`src/rtl/lc3_exec_pkg.sv`:
```
// Shared types and constants for the LC3 Execute stage.
// Holds the opcode map, e_control field encodings and offset sign-extension.
package lc3_exec_pkg;

  localparam int unsigned WIDTH = 16;
  localparam int unsigned REG_W = 3;
  localparam int unsigned OPC_W = 4;

  localparam logic [OPC_W-1:0] OP_BR  = 4'b0000;
  localparam logic [OPC_W-1:0] OP_ADD = 4'b0001;
  localparam logic [OPC_W-1:0] OP_LD  = 4'b0010;
  localparam logic [OPC_W-1:0] OP_ST  = 4'b0011;
  localparam logic [OPC_W-1:0] OP_AND = 4'b0101;
  localparam logic [OPC_W-1:0] OP_LDR = 4'b0110;
  localparam logic [OPC_W-1:0] OP_STR = 4'b0111;
  localparam logic [OPC_W-1:0] OP_NOT = 4'b1001;
  localparam logic [OPC_W-1:0] OP_LDI = 4'b1010;
  localparam logic [OPC_W-1:0] OP_STI = 4'b1011;
  localparam logic [OPC_W-1:0] OP_JMP = 4'b1100;
  localparam logic [OPC_W-1:0] OP_LEA = 4'b1110;

  // Encoding 2'b11 is reserved and yields a zero result.
  typedef enum logic [1:0] {
    ALU_ADD = 2'b00,
    ALU_AND = 2'b01,
    ALU_NOT = 2'b10
  } alu_ctl_e;

  typedef enum logic [1:0] {
    PCS1_ZERO  = 2'b00,
    PCS1_OFF6  = 2'b01,
    PCS1_OFF9  = 2'b10,
    PCS1_OFF11 = 2'b11
  } pcsel1_e;

  typedef struct packed {
    alu_ctl_e alu_control;
    pcsel1_e  pcselect1;
    logic     pcselect2;
    logic     op2select;
  } e_control_t;

  // Sign-extended address offset drawn from the low instruction bits.
  function automatic logic [WIDTH-1:0] sext_offset(pcsel1_e sel, logic [10:0] field);
    logic [WIDTH-1:0] off;
    off = '0;
    case (sel)
      PCS1_OFF11: off = {{(WIDTH-11){field[10]}}, field[10:0]};
      PCS1_OFF9:  off = {{(WIDTH-9){field[8]}}, field[8:0]};
      PCS1_OFF6:  off = {{(WIDTH-6){field[5]}}, field[5:0]};
      default:    off = '0;
    endcase
    return off;
  endfunction

endpackage

```
`src/rtl/lc3_execute_if.sv`:
```
// Decode-to-Execute bundle plus Execute results toward MemAccess/Writeback.
interface lc3_execute_if;
  import lc3_exec_pkg::*;

  e_control_t        e_control;
  logic [1:0]        w_control_in;
  logic              mem_control_in;
  logic [WIDTH-1:0]  npc_in;
  logic [WIDTH-1:0]  ir;
  logic [WIDTH-1:0]  vsr1;
  logic [WIDTH-1:0]  vsr2;
  logic              bypass_alu_1;
  logic              bypass_alu_2;
  logic              bypass_mem_1;
  logic              bypass_mem_2;
  logic [WIDTH-1:0]  mem_bypass_val;

  logic [WIDTH-1:0]  aluout;
  logic [WIDTH-1:0]  pcout;
  logic [1:0]        w_control_out;
  logic              mem_control_out;
  logic [WIDTH-1:0]  m_data;
  logic [REG_W-1:0]  dr;
  logic [WIDTH-1:0]  ir_exec;
  logic [2:0]        nzp;
  logic [REG_W-1:0]  sr1;
  logic [REG_W-1:0]  sr2;

  modport master (
    output e_control, w_control_in, mem_control_in, npc_in, ir, vsr1, vsr2,
           bypass_alu_1, bypass_alu_2, bypass_mem_1, bypass_mem_2, mem_bypass_val,
    input  aluout, pcout, w_control_out, mem_control_out, m_data, dr, ir_exec,
           nzp, sr1, sr2
  );

  modport slave (
    input  e_control, w_control_in, mem_control_in, npc_in, ir, vsr1, vsr2,
           bypass_alu_1, bypass_alu_2, bypass_mem_1, bypass_mem_2, mem_bypass_val,
    output aluout, pcout, w_control_out, mem_control_out, m_data, dr, ir_exec,
           nzp, sr1, sr2
  );

endinterface

```
`src/rtl/lc3_exec_alu.sv`:
```
// Combinational LC3 ALU: ADD, AND, NOT; reserved control yields zero.
module lc3_exec_alu
  import lc3_exec_pkg::*;
(
  input  logic [WIDTH-1:0] op1,
  input  logic [WIDTH-1:0] op2,
  input  alu_ctl_e         alu_control,
  output logic [WIDTH-1:0] result
);

  always_comb begin
    result = '0;
    case (alu_control)
      ALU_ADD: result = op1 + op2;
      ALU_AND: result = op1 & op2;
      ALU_NOT: result = ~op1;
      default: result = '0;
    endcase
  end

endmodule

```
`src/rtl/lc3_execute.sv`:
```
// LC3 Execute stage: operand bypass, ALU / effective-address compute,
// branch condition mask and register-file source selects.
module lc3_execute
  import lc3_exec_pkg::*;
(
  input  logic           clock,
  input  logic           reset,
  input  logic           enable_execute,
  lc3_execute_if.slave   bus
);

  logic [OPC_W-1:0] opcode;
  e_control_t       ectl;
  logic [WIDTH-1:0] op1;
  logic [WIDTH-1:0] op2;
  logic [WIDTH-1:0] alu_b;
  logic [WIDTH-1:0] alu_res;
  logic [WIDTH-1:0] offset;
  logic [WIDTH-1:0] base;
  logic [WIDTH-1:0] addr;
  logic             is_alu_op;
  logic [2:0]       nzp_next;

  logic [WIDTH-1:0] aluout_q;
  logic [WIDTH-1:0] pcout_q;
  logic [1:0]       w_control_q;
  logic             mem_control_q;
  logic [WIDTH-1:0] m_data_q;
  logic [REG_W-1:0] dr_q;
  logic [WIDTH-1:0] ir_exec_q;
  logic [2:0]       nzp_q;

  assign opcode = bus.ir[15:12];
  assign ectl   = bus.e_control;

  // Register-file source selects; stores read their data register through sr2.
  assign bus.sr1 = bus.ir[8:6];
  assign bus.sr2 = (opcode == OP_ST || opcode == OP_STR || opcode == OP_STI)
                   ? bus.ir[11:9] : bus.ir[2:0];

  // ALU forwarding beats MemAccess forwarding; it is the younger result.
  always_comb begin
    op1 = bus.vsr1;
    if (bus.bypass_alu_1)      op1 = aluout_q;
    else if (bus.bypass_mem_1) op1 = bus.mem_bypass_val;
    op2 = bus.vsr2;
    if (bus.bypass_alu_2)      op2 = aluout_q;
    else if (bus.bypass_mem_2) op2 = bus.mem_bypass_val;
  end

  assign alu_b = ectl.op2select ? op2 : {{(WIDTH-5){bus.ir[4]}}, bus.ir[4:0]};

  lc3_exec_alu u_alu (
    .op1         (op1),
    .op2         (alu_b),
    .alu_control (ectl.alu_control),
    .result      (alu_res)
  );

  assign offset = sext_offset(ectl.pcselect1, bus.ir[10:0]);
  assign base   = ectl.pcselect2 ? bus.npc_in : op1;
  assign addr   = base + offset;

  assign is_alu_op = (opcode == OP_ADD) || (opcode == OP_AND) || (opcode == OP_NOT);

  always_comb begin
    nzp_next = 3'b000;
    if (opcode == OP_BR)       nzp_next = bus.ir[11:9];
    else if (opcode == OP_JMP) nzp_next = 3'b111;
  end

  always_ff @(posedge clock) begin
    if (!reset) begin
      aluout_q      <= '0;
      pcout_q       <= '0;
      w_control_q   <= '0;
      mem_control_q <= 1'b0;
      m_data_q      <= '0;
      dr_q          <= '0;
      ir_exec_q     <= '0;
      nzp_q         <= '0;
    end else if (enable_execute) begin
      aluout_q      <= is_alu_op ? alu_res : addr;
      pcout_q       <= addr;
      w_control_q   <= bus.w_control_in;
      mem_control_q <= bus.mem_control_in;
      m_data_q      <= op2;
      dr_q          <= bus.ir[11:9];
      ir_exec_q     <= bus.ir;
      nzp_q         <= nzp_next;
    end
  end

  assign bus.aluout          = aluout_q;
  assign bus.pcout           = pcout_q;
  assign bus.w_control_out   = w_control_q;
  assign bus.mem_control_out = mem_control_q;
  assign bus.m_data          = m_data_q;
  assign bus.dr              = dr_q;
  assign bus.ir_exec         = ir_exec_q;
  assign bus.nzp             = nzp_q;

endmodule

```
`src/flat_wrapper.sv`:
```
// flat-port wrapper written by rule: the top's interface ports become plain ports
module lc3_execute_flat import lc3_exec_pkg::*;
  (clock, reset, enable_execute, bus_e_control, bus_w_control_in, bus_mem_control_in, bus_npc_in, bus_ir, bus_vsr1, bus_vsr2, bus_bypass_alu_1, bus_bypass_alu_2, bus_bypass_mem_1, bus_bypass_mem_2, bus_mem_bypass_val, bus_aluout, bus_pcout, bus_w_control_out, bus_mem_control_out, bus_m_data, bus_dr, bus_ir_exec, bus_nzp, bus_sr1, bus_sr2);
  lc3_execute_if bus_i ();
  input  logic clock;
  input  logic reset;
  input  logic enable_execute;
  input wire logic [$bits(bus_i.e_control)-1:0] bus_e_control;
  input wire logic [$bits(bus_i.w_control_in)-1:0] bus_w_control_in;
  input wire logic [$bits(bus_i.mem_control_in)-1:0] bus_mem_control_in;
  input wire logic [$bits(bus_i.npc_in)-1:0] bus_npc_in;
  input wire logic [$bits(bus_i.ir)-1:0] bus_ir;
  input wire logic [$bits(bus_i.vsr1)-1:0] bus_vsr1;
  input wire logic [$bits(bus_i.vsr2)-1:0] bus_vsr2;
  input wire logic [$bits(bus_i.bypass_alu_1)-1:0] bus_bypass_alu_1;
  input wire logic [$bits(bus_i.bypass_alu_2)-1:0] bus_bypass_alu_2;
  input wire logic [$bits(bus_i.bypass_mem_1)-1:0] bus_bypass_mem_1;
  input wire logic [$bits(bus_i.bypass_mem_2)-1:0] bus_bypass_mem_2;
  input wire logic [$bits(bus_i.mem_bypass_val)-1:0] bus_mem_bypass_val;
  output wire logic [$bits(bus_i.aluout)-1:0] bus_aluout;
  output wire logic [$bits(bus_i.pcout)-1:0] bus_pcout;
  output wire logic [$bits(bus_i.w_control_out)-1:0] bus_w_control_out;
  output wire logic [$bits(bus_i.mem_control_out)-1:0] bus_mem_control_out;
  output wire logic [$bits(bus_i.m_data)-1:0] bus_m_data;
  output wire logic [$bits(bus_i.dr)-1:0] bus_dr;
  output wire logic [$bits(bus_i.ir_exec)-1:0] bus_ir_exec;
  output wire logic [$bits(bus_i.nzp)-1:0] bus_nzp;
  output wire logic [$bits(bus_i.sr1)-1:0] bus_sr1;
  output wire logic [$bits(bus_i.sr2)-1:0] bus_sr2;
  assign bus_i.e_control = bus_e_control;
  assign bus_i.w_control_in = bus_w_control_in;
  assign bus_i.mem_control_in = bus_mem_control_in;
  assign bus_i.npc_in = bus_npc_in;
  assign bus_i.ir = bus_ir;
  assign bus_i.vsr1 = bus_vsr1;
  assign bus_i.vsr2 = bus_vsr2;
  assign bus_i.bypass_alu_1 = bus_bypass_alu_1;
  assign bus_i.bypass_alu_2 = bus_bypass_alu_2;
  assign bus_i.bypass_mem_1 = bus_bypass_mem_1;
  assign bus_i.bypass_mem_2 = bus_bypass_mem_2;
  assign bus_i.mem_bypass_val = bus_mem_bypass_val;
  assign bus_aluout = bus_i.aluout;
  assign bus_pcout = bus_i.pcout;
  assign bus_w_control_out = bus_i.w_control_out;
  assign bus_mem_control_out = bus_i.mem_control_out;
  assign bus_m_data = bus_i.m_data;
  assign bus_dr = bus_i.dr;
  assign bus_ir_exec = bus_i.ir_exec;
  assign bus_nzp = bus_i.nzp;
  assign bus_sr1 = bus_i.sr1;
  assign bus_sr2 = bus_i.sr2;
  lc3_execute u_core (.clock(clock), .reset(reset), .enable_execute(enable_execute), .bus(bus_i));
endmodule
```
`config.mk`:
```
export PLATFORM = sky130hd
export DESIGN_NAME = lc3_execute_flat
export DESIGN_NICKNAME = d
export VERILOG_FILES = /design/src/rtl/lc3_exec_pkg.sv /design/src/rtl/lc3_execute_if.sv /design/src/rtl/lc3_exec_alu.sv /design/src/rtl/lc3_execute.sv /design/src/flat_wrapper.sv
export SDC_FILE = /design/constraint.sdc
export NUM_CORES = 1
export LEC_CHECK = 0
export CORE_MARGIN = 5
export CORE_UTILIZATION = 48
export CTS_CLUSTER_SIZE = 16
export DETAILED_ROUTE_END_ITERATION = 6
export PLACE_DENSITY = 0.9
export SLEW_MARGIN = 10
export SYNTH_ARGS = -nofsm -noshare
export SYNTH_HDL_FRONTEND = slang
export SYNTH_HIERARCHICAL = 1
export SYNTH_SLANG_ARGS = --single-unit
```
`constraint.sdc`:
```
create_clock -name clock -period 4.5 [get_ports clock]
set_input_delay 0.9 -clock clock [delete_from_list [all_inputs] [get_ports clock]]
set_output_delay 0.9 -clock clock [all_outputs]
set_load 0.05 [all_outputs]
```
**Word-level counts from Yosys, hierarchy flattened**

Index checks and enable logic that the tools add are counted.

- Logic and storage cells: 42
- Bits in registers: 73
- Output and inout port bits: 79
- Input port bits: 96

- Bitwise logic cells: 2
- Reduce and logical (&&, ||, !) cells: 6
- Add/sub/neg operators: 2
- Eq/ne operators: 12
- Mux-type cells: 12

Operator list:

| cell | count |
|---|---|
| 2-to-1 mux 16 bit | 7 |
| one-hot mux 16 bit (3 select lines) | 2 |
| adder 16 bit | 2 |
| bitwise AND 16 bit | 1 |
| NOT 16 bit | 1 |
| equality test 4 bit (second input constant) | 3 |
| 2-to-1 mux 3 bit | 3 |
| equality test 4 x 3 -> 1 bit (second input constant) | 2 |
| equality test 2 bit (second input constant) | 3 |
| equality test 2 x 1 -> 1 bit (second input constant) | 2 |
| equality test 4 x 1 -> 1 bit (second input constant) | 1 |
| equality test 4 x 2 -> 1 bit (second input constant) | 1 |
| logical NOT 4 bit | 1 |
| logical OR 1 bit | 4 |
| logical NOT 2 bit | 1 |

**Depth between registers and ports, before layout**

Gate-level depths: netlist of run 1.

- Word-level depth: 6
- Mapped depth: 17
- Gate-level depth less buffers: 16

**Hierarchy**

The synthesis of run 1 kept the hierarchy.

Modules (own cells, without submodules):

| module | cells each | instances | seq. area each (um^2) | area an instance (um^2) |
|---|---|---|---|---|
| lc3_execute | 566 | 1 | 1,401.3 | 4,576.9 |
| lc3_exec_alu | 154 | 1 | 0.0 | 1,068.5 |

**Worst setup path after synthesis of run 1**

No wires, ideal clock.

- Path kind: input -> register
- From: input port bus_bypass_mem_1
- To: register u_core.aluout_q[12] (netlist: u_core/bus.aluout[12])
- Cell stages on the path: 17
- Arrival time: 3,794 ps
- Buffers on the path: 2
- Setup slack: 589 ps
- Library setup time: 116 ps
- Required time: 4,384 ps
- Cells stage by stage: buf_4 > buf_2 > mux2i_1 > o21ai_0 > ha_1 > inv_1 > fa_1 > nor2b_1 > o21ai_1 > o21ai_2 > a21boi_1 > o21bai_1 > mux2i_1 > o21ai_1 > and3_1 > a32o_1 > a31o_2

- Cells in the longest elaborated chain, start to end: 5
- Elaborated cells on any way between the ends: 9
- Those cells by class: add/sub (2); mux (5); bitwise (2)

RTL lines:

| item | RTL line | source |
|---|---|---|
| start, declared | flat_wrapper.sv:17 | `input wire logic [$bits(bus_i.bypass_mem_1)-1:0] bus_bypass_mem_1;` |
| 2-to-1 mux 16 bit | lc3_execute.sv:45 | `else if (bus.bypass_mem_1) op1 = bus.mem_bypass_val;` |
| 2-to-1 mux 16 bit | lc3_execute.sv:44 | `if (bus.bypass_alu_1) op1 = aluout_q;` |
| via u_core.op1[0] | lc3_execute.sv:14 | `logic [WIDTH-1:0] op1;` |
| adder 16 bit | lc3_exec_alu.sv:14 | `ALU_ADD: result = op1 + op2;` |
| one-hot mux 16 bit (3 select lines) | lc3_exec_alu.sv:13 | `case (alu_control)` |
| via u_core.alu_res[12] | lc3_execute.sv:17 | `logic [WIDTH-1:0] alu_res;` |
| 2-to-1 mux 16 bit | lc3_execute.sv:83 | `aluout_q <= is_alu_op ? alu_res : addr;` |
| end signal, assigned | lc3_execute.sv:83 |  |
| end, declared | lc3_execute.sv:24 | `logic [WIDTH-1:0] aluout_q;` |

The timed path passes the listed nets, and every way through them passes these cells.
A chain may end at the register's enable or synchronous reset.

**Worst setup path in the final report of run 1**

- From: input port bus_bypass_mem_2
- To: register u_core.aluout_q[12] (netlist: u_core/bus.aluout[12])

- Cells in the longest elaborated chain, start to end: 6
- Elaborated cells on any way between the ends: 7
- Those cells by class: add/sub (1); mux (5); bitwise (1)

RTL lines:

| item | RTL line | source |
|---|---|---|
| start, declared | flat_wrapper.sv:18 | `input wire logic [$bits(bus_i.bypass_mem_2)-1:0] bus_bypass_mem_2;` |
| 2-to-1 mux 16 bit | lc3_execute.sv:48 | `else if (bus.bypass_mem_2) op2 = bus.mem_bypass_val;` |
| 2-to-1 mux 16 bit | lc3_execute.sv:47 | `if (bus.bypass_alu_2) op2 = aluout_q;` |
| 2-to-1 mux 16 bit | lc3_execute.sv:51 | `assign alu_b = ectl.op2select ? op2 : {{(WIDTH-5){bus.ir[4]}}, bus.ir[4:0]};` |
| via u_core.alu_b[2] | lc3_execute.sv:16 | `logic [WIDTH-1:0] alu_b;` |
| adder 16 bit | lc3_exec_alu.sv:14 |  |
| one-hot mux 16 bit (3 select lines) | lc3_exec_alu.sv:13 |  |
| via u_core.alu_res[12] | lc3_execute.sv:17 |  |
| 2-to-1 mux 16 bit | lc3_execute.sv:83 |  |

The timed path passes the listed nets, and every way through them passes these cells.

==> out/metrics.cfg, run 1 <==
[clock_tree]
clock-root-buffer = clkbuf_16
cts_tree = built
numClockSinks = 70
numCtsBuffers = 9
hold_buffers = 0
clk_latency_ps = 330
cts_resized = 0
postCtsSetupBuffers = 0
htree_levels = 3
clockBufferDepth = 2
clk_pin_slew_ps = 60

[route]
post_drt_wl_per_cell_um = 18.3
met1Wirelength_mm = 7.70
ant_nets = 0
routed_wl_mm = 18.8
drt_iter0_markers = 481
via_count = 5962
viasPerCell = 5.81
wl_met3_mm = 1.58
highest_layer = met4
first_pass_iters = 6
wl_met2_mm = 8.98
drc_errors = 0

[placement]
dp_hpwl_mm = 14.5
place_congestion = 0.977
portBuffers = 174
placed_cells = 1011

[worst_setup_path]
r2r_setup_slack_ps = 1360
startpoint_type = primary input
crit_fanout = 14
cp.required_ps = 4730
critical_path_class = in2reg
cp.arrival_ps = 4290
cp-end-kind = register

[min_path]
hold_class = reg2reg

[sta]
setup_viol = 0
max_clock_freq_mhz = 246
worstMarginPinSlew_ps = 864
rsz0062_at_grt = no
hold_viol = 0
slew_violations = 0
min_period_ps = 4060
finalCritPeriodShare = 0.903
slew_headroom = 0.418
tns_ps = 0
fin_skew_ps = 6.56

[layout]
stdcell_count = 1027
diodes = 0
drive_gt1_frac = 0.0905
fin_util = 0.681
areaGrowthSynthToFinish_pct = 38.2
fill_cells = 929
final_nets = 1008

[logic_synthesis]
synth.distinct_cells = 62
seq_area_frac_synth = 0.248
yosysTopAreaCellShare = 0.248
synth_compound_area_frac = 0.200
synthCells = 720
synth_edf_count = 0
ys_async_sr_fraction = 0
ys_top_cells_by_area = dfxtp_1, mux2i_1, nand2_1, ha_1, o21ai_0
synthAdderAreaFrac = 0.0758
syn_nets = 849
muxShareOfSynthArea = 0.192
synth_top_family_by_area = compound AO/OA/AOI/OAI gates
yosys_register_bits = 70
synthXorXnorAreaFrac = 0.0388
synth_flop_cell = dfxtp_1
synth_top_cell_by_area = dfxtp_1
ys_warn_count = 6
syn_avg_cell_area_um2 = 7.84
syn_area_um2 = 5650
synthSimpleGateAreaFrac = 0.190

[global_route]
grt_pass1_wl_mm = 29.8
gr-total-overflow = 0
grt.total_usage = 0.257
antenna_found_initial = 0
grt_max_degree = 54
grt_pass1_vias = 5876

[floorplan]
io_pins = 175
die_h_um = 118
die-area_um2 = 14000
start_util = 0.492
rows = 39
die_w_um = 118
coreArea_um2 = 11500

[power]
power.leakage_nw = 3.31
power_density_nw_per_um2 = 337
ir_worst_vdd_v = 0.000348
total_power_mw = 2.63

[run]
cap_violations = 0

[outcome]
outcome = completed

-- worst paths after layout --
path / startpoint / endpoint / cells past startpoint
max: bus_bypass_mem_2 / u_core/bus.aluout[12]$_SDFFE_PN0P_ / 16
max reg2reg: u_core/bus.aluout[0]$_SDFFE_PN0P_ / u_core/bus.aluout[12]$_SDFFE_PN0P_ / 16
min reg2reg: u_core/bus.pcout[6]$_SDFFE_PN0P_ / u_core/bus.pcout[6]$_SDFFE_PN0P_ / 2
min: u_core/bus.pcout[6]$_SDFFE_PN0P_ / u_core/bus.pcout[6]$_SDFFE_PN0P_ / 2
-- stage by stage --
step                instance area, um2  hold WS, ps  setup WS [ps]
detailed placement                7500          473            138
global route                      7800          502            229
finish                            7800          479            438
global placement                  7500          455            181
floorplan                         5650          690            589
CTS                               7800          483            478
-- sequential cells by signal (all words and copies together) (netlist names) --
name	flops
u_core/bus.dr	2
u_core/bus.pcout	16
u_core/bus.mem_control_out	1
u_core/bus.nzp	3
u_core/bus.aluout	16
u_core/bus.ir_exec	14
u_core/bus.w_control_out	2
u_core/bus.m_data	16
-- routing by layer --
metal	vias up	track usage
met2	263	0.442
met4	0	0.0936
met5	-	0
met1	2786	0.305
li1	2865	-
met3	48	0.0740
-- placed cells by master, fill, tap and decap left out, types with 14 or more instances in the layout --
| cell | n |
|---|---|
| o21ai_1 | 14 |
| a21oi_1 | 36 |
| mux2i_1 | 80 |
| nor2_1 | 67 |
| nand2_1 | 116 |
| dfxtp_1 | 70 |
| ha_1 | 31 |
| buf_4 | 22 |
| inv_1 | 14 |
| mux2_2 | 24 |
| o21ai_0 | 60 |
| clkdlybuf4s50_1 | 173 |
-- Yosys cell counts, types with 13 or more instances --
cell,instances
clkbuf_1,27
mux2i_1,80
inv_1,14
nand2_1,116
mux2_2,24
dfxtp_1,70
o21ai_0,60
ha_1,31
nor2b_1,13
xnor2_1,13
o21ai_1,14
nor2_1,67
a21oi_1,36
-- power by group --
group          switching [mW]  total, mW  internal (mW)
registers              0.0475      0.727          0.680
clock network           0.294      0.728          0.434
logic                   0.700       1.17          0.474
-- final cells by class --
type	count	area [um2]	area share
sequential	70	1400	0.180
inverter	15	56.3	0.00722
tap	143	179	0.0229
timing repair buffer	197	1940	0.248
clock inverter	6	70.1	0.00898
multi-input combinational	586	3930	0.504
clock buffer	10	229	0.0293
-- kinds of logic after synthesis --
logic type      after synthesis
simple gates                245
compound gates              178
mux                         105
flops                        70
buf+inv                      64
fa+ha+maj                    33
xor+xnor                     25
-- worst max-delay path: stages --
cell	delay, ps
clkdlybuf4s50_1	590
buf_12	200
mux2i_1	190
o21ai_0	130
mux2_2	300
ha_1	310
nor2b_1	150
o21ai_1	190
o21ai_2	90
a21boi_1	280
o21bai_1	120
mux2i_1	170
o21ai_1	90
and3_1	180
a32o_1	210
a31o_2	210
(Power assumes the default switching activity.)
==> run 2: changes to the inputs <==
Settings changed: CORE_UTILIZATION 48 to 49, CTS_BUF_LIST set to sky130_fd_sc_hd__clkbuf_4, PLACE_DENSITY 0.9 to 0.91.
==> out/metrics.cfg, run 2 (synthesized netlist as in run 1, its figures left out) <==
[outcome]
outcome = completed

[clock_tree]
clockBufferDepth = 2  ; unchanged
clk_pin_slew_ps = 120  ; +60 ps
cts_tree = built
htree_levels = 3  ; unchanged
clk_latency_ps = 450  ; +120 ps
postCtsSetupBuffers = 0  ; unchanged
hold_buffers = 0  ; unchanged
numClockSinks = 70  ; unchanged
cts_resized = 0  ; unchanged
clock-root-buffer = clkbuf_4
numCtsBuffers = 9  ; unchanged

[min_path]
min_path_cells = 2  ; unchanged
hold_class = reg2reg
hold_end = u_core/bus.pcout[6]$_SDFFE_PN0P_
hp-start = u_core/bus.pcout[6]$_SDFFE_PN0P_

[placement]
portBuffers = 174  ; unchanged
place_congestion = 0.971  ; -0.52%
dp_hpwl_mm = 14.7  ; +1.2%

[route]
ant_nets = 0  ; unchanged
post_drt_wl_per_cell_um = 18.4  ; +0.45%
via_count = 5891  ; -1.2%
viasPerCell = 5.72  ; -1.5%
first_pass_iters = 5  ; -1
drc_errors = 0  ; unchanged
routed_wl_mm = 19.0  ; +0.74%
drt_iter0_markers = 462  ; -4.0%

[worst_setup_path]
r2r-end = u_core/bus.aluout[12]$_SDFFE_PN0P_
cp.required_ps = 4830  ; +100 ps
r2r-start = u_core/bus.aluout[0]$_SDFFE_PN0P_
cpPeakStageDelay_ps = 580  ; about the same
cp-end-kind = register
startpoint_type = primary input
r2r_cells = 16  ; unchanged
cp.arrival_ps = 4320  ; +30 ps
crit_slowest_cell = clkdlybuf4s50_1
crit_fanout = 12  ; -2
r2r_setup_slack_ps = 1350  ; about the same
critical_path_class = in2reg
path_cells = clkdlybuf4s50_1, buf_4, mux2i_1, o21ai_0, nand2_1, nand2_1, ha_1, a21o_1, nand2b_1, a31oi_2, o21ai_2, a211oi_2, xor2_1, o221ai_1, and3_1, a32oi_1, o21ai_0

[layout]
fill_cells = 928  ; -0.11%
final_nets = 1011  ; +0.30%
areaGrowthSynthToFinish_pct = 35.7
final_common_cell = clkdlybuf4s50_1
drive_gt1_frac = 0.0947  ; +0.00420
mostFrequentLayoutCells = clkdlybuf4s50_1, nand2_1, mux2i_1, dfxtp_1, nor2_1
diodes = 0  ; unchanged

[global_route]
grt_max_degree = 60  ; +11%
gr-usage-met1 = 0.327  ; +0.0217
grt_pass1_vias = 6013  ; +2.3%
grt.total_usage = 0.269  ; +0.0115
gr-total-overflow = 0  ; unchanged
antenna_found_initial = 0  ; unchanged
grtUsageMet3 = 0.0712  ; -0.00280
use_met2 = 0.452  ; +0.00957
grt_most_used_layer = met2
grt_pass1_wl_mm = 30.6  ; +2.7%

[sta]
worstMarginPinSlew_ps = 869  ; +5.54 ps
min_period_ps = 3990  ; -67.1 ps
slew_headroom = 0.420  ; +0.00239
timing.hold.ws_ps = 478  ; -1.53 ps
fin_skew_ps = 13.2  ; +6.68 ps
hold_viol = 0  ; unchanged
max_clock_freq_mhz = 250  ; +1.7%
tns_ps = 0  ; unchanged
rsz0062_at_grt = no
slew_violations = 0  ; unchanged
finalCritPeriodShare = 0.888  ; -0.0149
setup_viol = 0  ; unchanged

[floorplan]
io_pins = 175  ; unchanged
coreArea_um2 = 11400  ; -0.85%
die_w_um = 117  ; -0.94%
rows = 39  ; unchanged
die_h_um = 117  ; -0.94%
die-area_um2 = 13800  ; -1.9%
start_util = 0.497  ; +0.00423

[power]
ir_worst_vdd_v = 0.000282  ; -19%
total_power_mw = 2.35  ; -11%
power.leakage_nw = 3.25  ; -1.7%
power_density_nw_per_um2 = 306  ; -9.1%

[run]
cap_violations = 0  ; unchanged

run 2: cell types whose count changed in the layout (fill, tap and decap cells not counted):
cell | before | now
clkbuf_4 | 0 | 10
clkbuf_16 | 9 | 0
buf_4 | 22 | 26
buf_12 | 2 | 1
clkbuf_1 | 1 | 0
clkinv_4 | 2 | 3
inv_6 | 2 | 1
run 2: how the worst max path moves through the flow:
stage                           from                                 end  slack [ps]  cells after the start
floorplan           bus_bypass_mem_1  u_core/bus.aluout[12]$_SDFFE_PN0P_         590                     17
global placement    bus_bypass_mem_2  u_core/bus.aluout[15]$_SDFFE_PN0P_         160                     17
detailed placement  bus_bypass_mem_2  u_core/bus.aluout[15]$_SDFFE_PN0P_          60                     17
CTS                 bus_bypass_mem_2  u_core/bus.aluout[15]$_SDFFE_PN0P_         540                     17
global route        bus_bypass_mem_2  u_core/bus.aluout[15]$_SDFFE_PN0P_         270                     17
finish              bus_bypass_mem_2  u_core/bus.aluout[15]$_SDFFE_PN0P_         510                     17
run 2: critical path: cells and delay by family:
| kind | cells | cell delay (ps) |
|---|---|---|
| xor+xnor | 1 | 170 |
| compound gates | 8 | 1330 |
| mux | 1 | 200 |
| buf+inv | 2 | 870 |
| simple gates | 4 | 480 |
| fa+ha+maj | 1 | 370 |
run 2: metal layers:
metal,wire length (um),share of wire
met1,7770,0.41
met5,0,0
met2,9370,0.49
met4,452,0.024
met3,1370,0.072
run 2: power by group:
part / internal [mW] / switching [mW]
registers: 0.679 / 0.0474
clock network: 0.179 / 0.263
logic: 0.474 / 0.703
total: 1.33 / 1.01
run 2: area by class of cell:
class | count | area (um2) | area share
Clock inverter | 6 | 70.1 | 0.00915
Multi-Input combinational cell | 586 | 3930 | 0.513
Clock buffer | 10 | 75.1 | 0.00980
Tap cell | 143 | 179 | 0.0234
Timing Repair Buffer | 200 | 1950 | 0.254
Sequential cell | 70 | 1400 | 0.183
Inverter | 15 | 56.3 | 0.00735
run 2: per-stage QoR:
stage / util / instance area [um2] / worst slack, ps / cells
3_3_place_gp: 0.661 / 7510 / 162 / 1014
2_1_floorplan: - / 5650 / 589 / 720
3_5_place_dp: 0.661 / 7510 / 62.8 / 1014
5_1_grt: 0.674 / 7660 / 265 / 1030
6_report: 0.674 / 7660 / 505 / 1030
4_1_cts: 0.674 / 7660 / 543 / 1030
==> run 3: changes to the inputs <==
Settings changed: RECOVER_POWER set to 25.
==> out/metrics.cfg, run 3 (synthesized netlist as in run 1, its figures left out) <==
[outcome]
outcome = finished, violations left
violations = capacitance limit, slew limit

[worst_setup_path]
r2r-start = u_core/bus.aluout[0]$_SDFFE_PN0P_
cp.arrival_ps = 4330  ; about the same
worst-path-buf-inv = 2  ; unchanged
startpoint_type = primary input
cpPeakStageDelay_ps = 580  ; about the same
cp-end-kind = register
crit_fanout = 12  ; unchanged
path_cells = clkdlybuf4s50_1, buf_4, mux2i_1, o21ai_0, nand2_1, nand2_1, ha_1, a21o_1, nand2b_1, a31oi_2, o21ai_2, a211oi_2, xor2_1, o221ai_1, and3_1, a32oi_1, o21ai_0
crit_slowest_cell = clkdlybuf4s50_1
cp.required_ps = 4830  ; about the same
startpoint = bus_bypass_mem_2
path_delay_family = compound AO/OA/AOI/OAI gates
critical_path_class = in2reg

[floorplan]
die_w_um = 117  ; unchanged
start_util = 0.497  ; unchanged
io_pins = 175  ; unchanged
die_h_um = 117  ; unchanged
coreArea_um2 = 11400  ; unchanged
rows = 39  ; unchanged
die-area_um2 = 13800  ; unchanged

[clock_tree]
clock-root-buffer = clkbuf_4
clk_latency_ps = 450  ; about the same
hold_buffers = 0  ; unchanged
numClockSinks = 70  ; unchanged
clk_pin_slew_ps = 120  ; about the same
cts_resized = 0  ; unchanged
htree_levels = 3  ; unchanged
cts_tree = built
numCtsBuffers = 9  ; unchanged
clockBufferDepth = 2  ; unchanged
postCtsSetupBuffers = 0  ; unchanged

[sta]
setup_viol = 0  ; unchanged
slew_headroom = -0.683  ; -1.10
fin_skew_ps = 13.3  ; +0.0864 ps
max_clock_freq_mhz = 250  ; about the same
rsz0062_at_grt = no
hold_viol = 0  ; unchanged
tns_ps = 0  ; unchanged
slew_violations = 54  ; +54
worstMarginPinSlew_ps = 2520  ; +1660 ps
min_period_ps = 3990  ; -0.309 ps
finalCritPeriodShare = 0.888  ; about the same

[route]
drt_iter0_markers = 467  ; +1.1%
drc_errors = 0  ; unchanged
post_drt_wl_per_cell_um = 18.4  ; -0.20%
first_pass_iters = 5  ; unchanged
routed_wl_mm = 18.9  ; -0.20%
ant_nets = 0  ; unchanged
viasPerCell = 5.74  ; +0.44%
via_count = 5917  ; +0.44%

[power]
power.leakage_nw = 3.24  ; -0.30%
power_density_nw_per_um2 = 306  ; about the same
ir_worst_vdd_v = 0.000282  ; +0.27%

[placement]
dp_hpwl_mm = 14.7  ; unchanged
placed_cells = 1014  ; unchanged
dpl_cell_area_um2 = 7510  ; unchanged
portBuffers = 174  ; unchanged
place_congestion = 0.971  ; unchanged

[min_path]
hold_class = reg2reg
hp-start = u_core/bus.pcout[6]$_SDFFE_PN0P_

[layout]
fill_cells = 929  ; +0.11%
diodes = 0  ; unchanged
fin_util = 0.673  ; about the same
areaGrowthSynthToFinish_pct = 35.5  ; about the same
final_common_cell = clkdlybuf4s50_1
finalInstanceArea_um2 = 7650  ; about the same
final_nets = 1011  ; unchanged
drive_gt1_frac = 0.0913  ; -0.00338
mostFrequentLayoutCells = clkdlybuf4s50_1, nand2_1, mux2i_1, dfxtp_1, nor2_1
stdcell_count = 1030  ; unchanged

[global_route]
antenna_found_initial = 0  ; unchanged
grt_pass1_wl_mm = 30.6  ; unchanged
gr-total-overflow = 0  ; unchanged
grt.total_usage = 0.269  ; unchanged
grt_max_degree = 60  ; unchanged
grt_pass1_vias = 6013  ; unchanged

[run]
cap_violations = 1  ; +1

[run 3: worst paths after layout]
kind / to / slack (ps) / cells past startpoint
hold / removal: u_core/bus.pcout[6]$_SDFFE_PN0P_ / 480 / 2
setup reg to reg: u_core/bus.aluout[12]$_SDFFE_PN0P_ / 1350 / 16
setup / recovery: u_core/bus.aluout[15]$_SDFFE_PN0P_ / 510 / 17
hold reg to reg: u_core/bus.pcout[6]$_SDFFE_PN0P_ / 480 / 2
[run 3: cell type report]
type,count,area (um2),area share
Inverter,15,56.3,0.00736
Timing Repair Buffer,200,1940,0.253
Multi-Input combinational cell,586,3930,0.514
Clock buffer,10,75.1,0.00981
Clock inverter,6,70.1,0.00916
Tap cell,143,179,0.0234
Sequential cell,70,1400,0.183
[run 3: worst min-delay path, stage by stage (launching register included)]
cell and delay (ps):
dfxtp_1 330, nand2_1 60, a21oi_1 50
[run 3: stage by stage]
step | hold WS (ps) | worst slack [ps] | power (mW)
detailed placement | 458 | 62.8 | 1.90
global placement | 457 | 162 | 1.89
global route | 502 | 261 | 2.48
floorplan | 690 | 589 | 1.51
finish | 478 | 506 | 2.34
CTS | 477 | 543 | 2.35
[run 3: power by group]
| group | internal [mW] | total (mW) | switching, mW |
|---|---|---|---|
| clock | 0.179 | 0.441 | 0.262 |
| combinational | 0.474 | 1.17 | 0.701 |
| sequential | 0.679 | 0.727 | 0.0476 |
[run 3: layer usage]
metal | share of wire | vias to the layer above | track usage
met1 | 0.41 | 2755 | 0.327
li1 | - | 2872 | -
met5 | 0 | - | 0
met4 | 0.024 | 0 | 0.102
met3 | 0.076 | 37 | 0.0712
met2 | 0.49 | 253 | 0.452
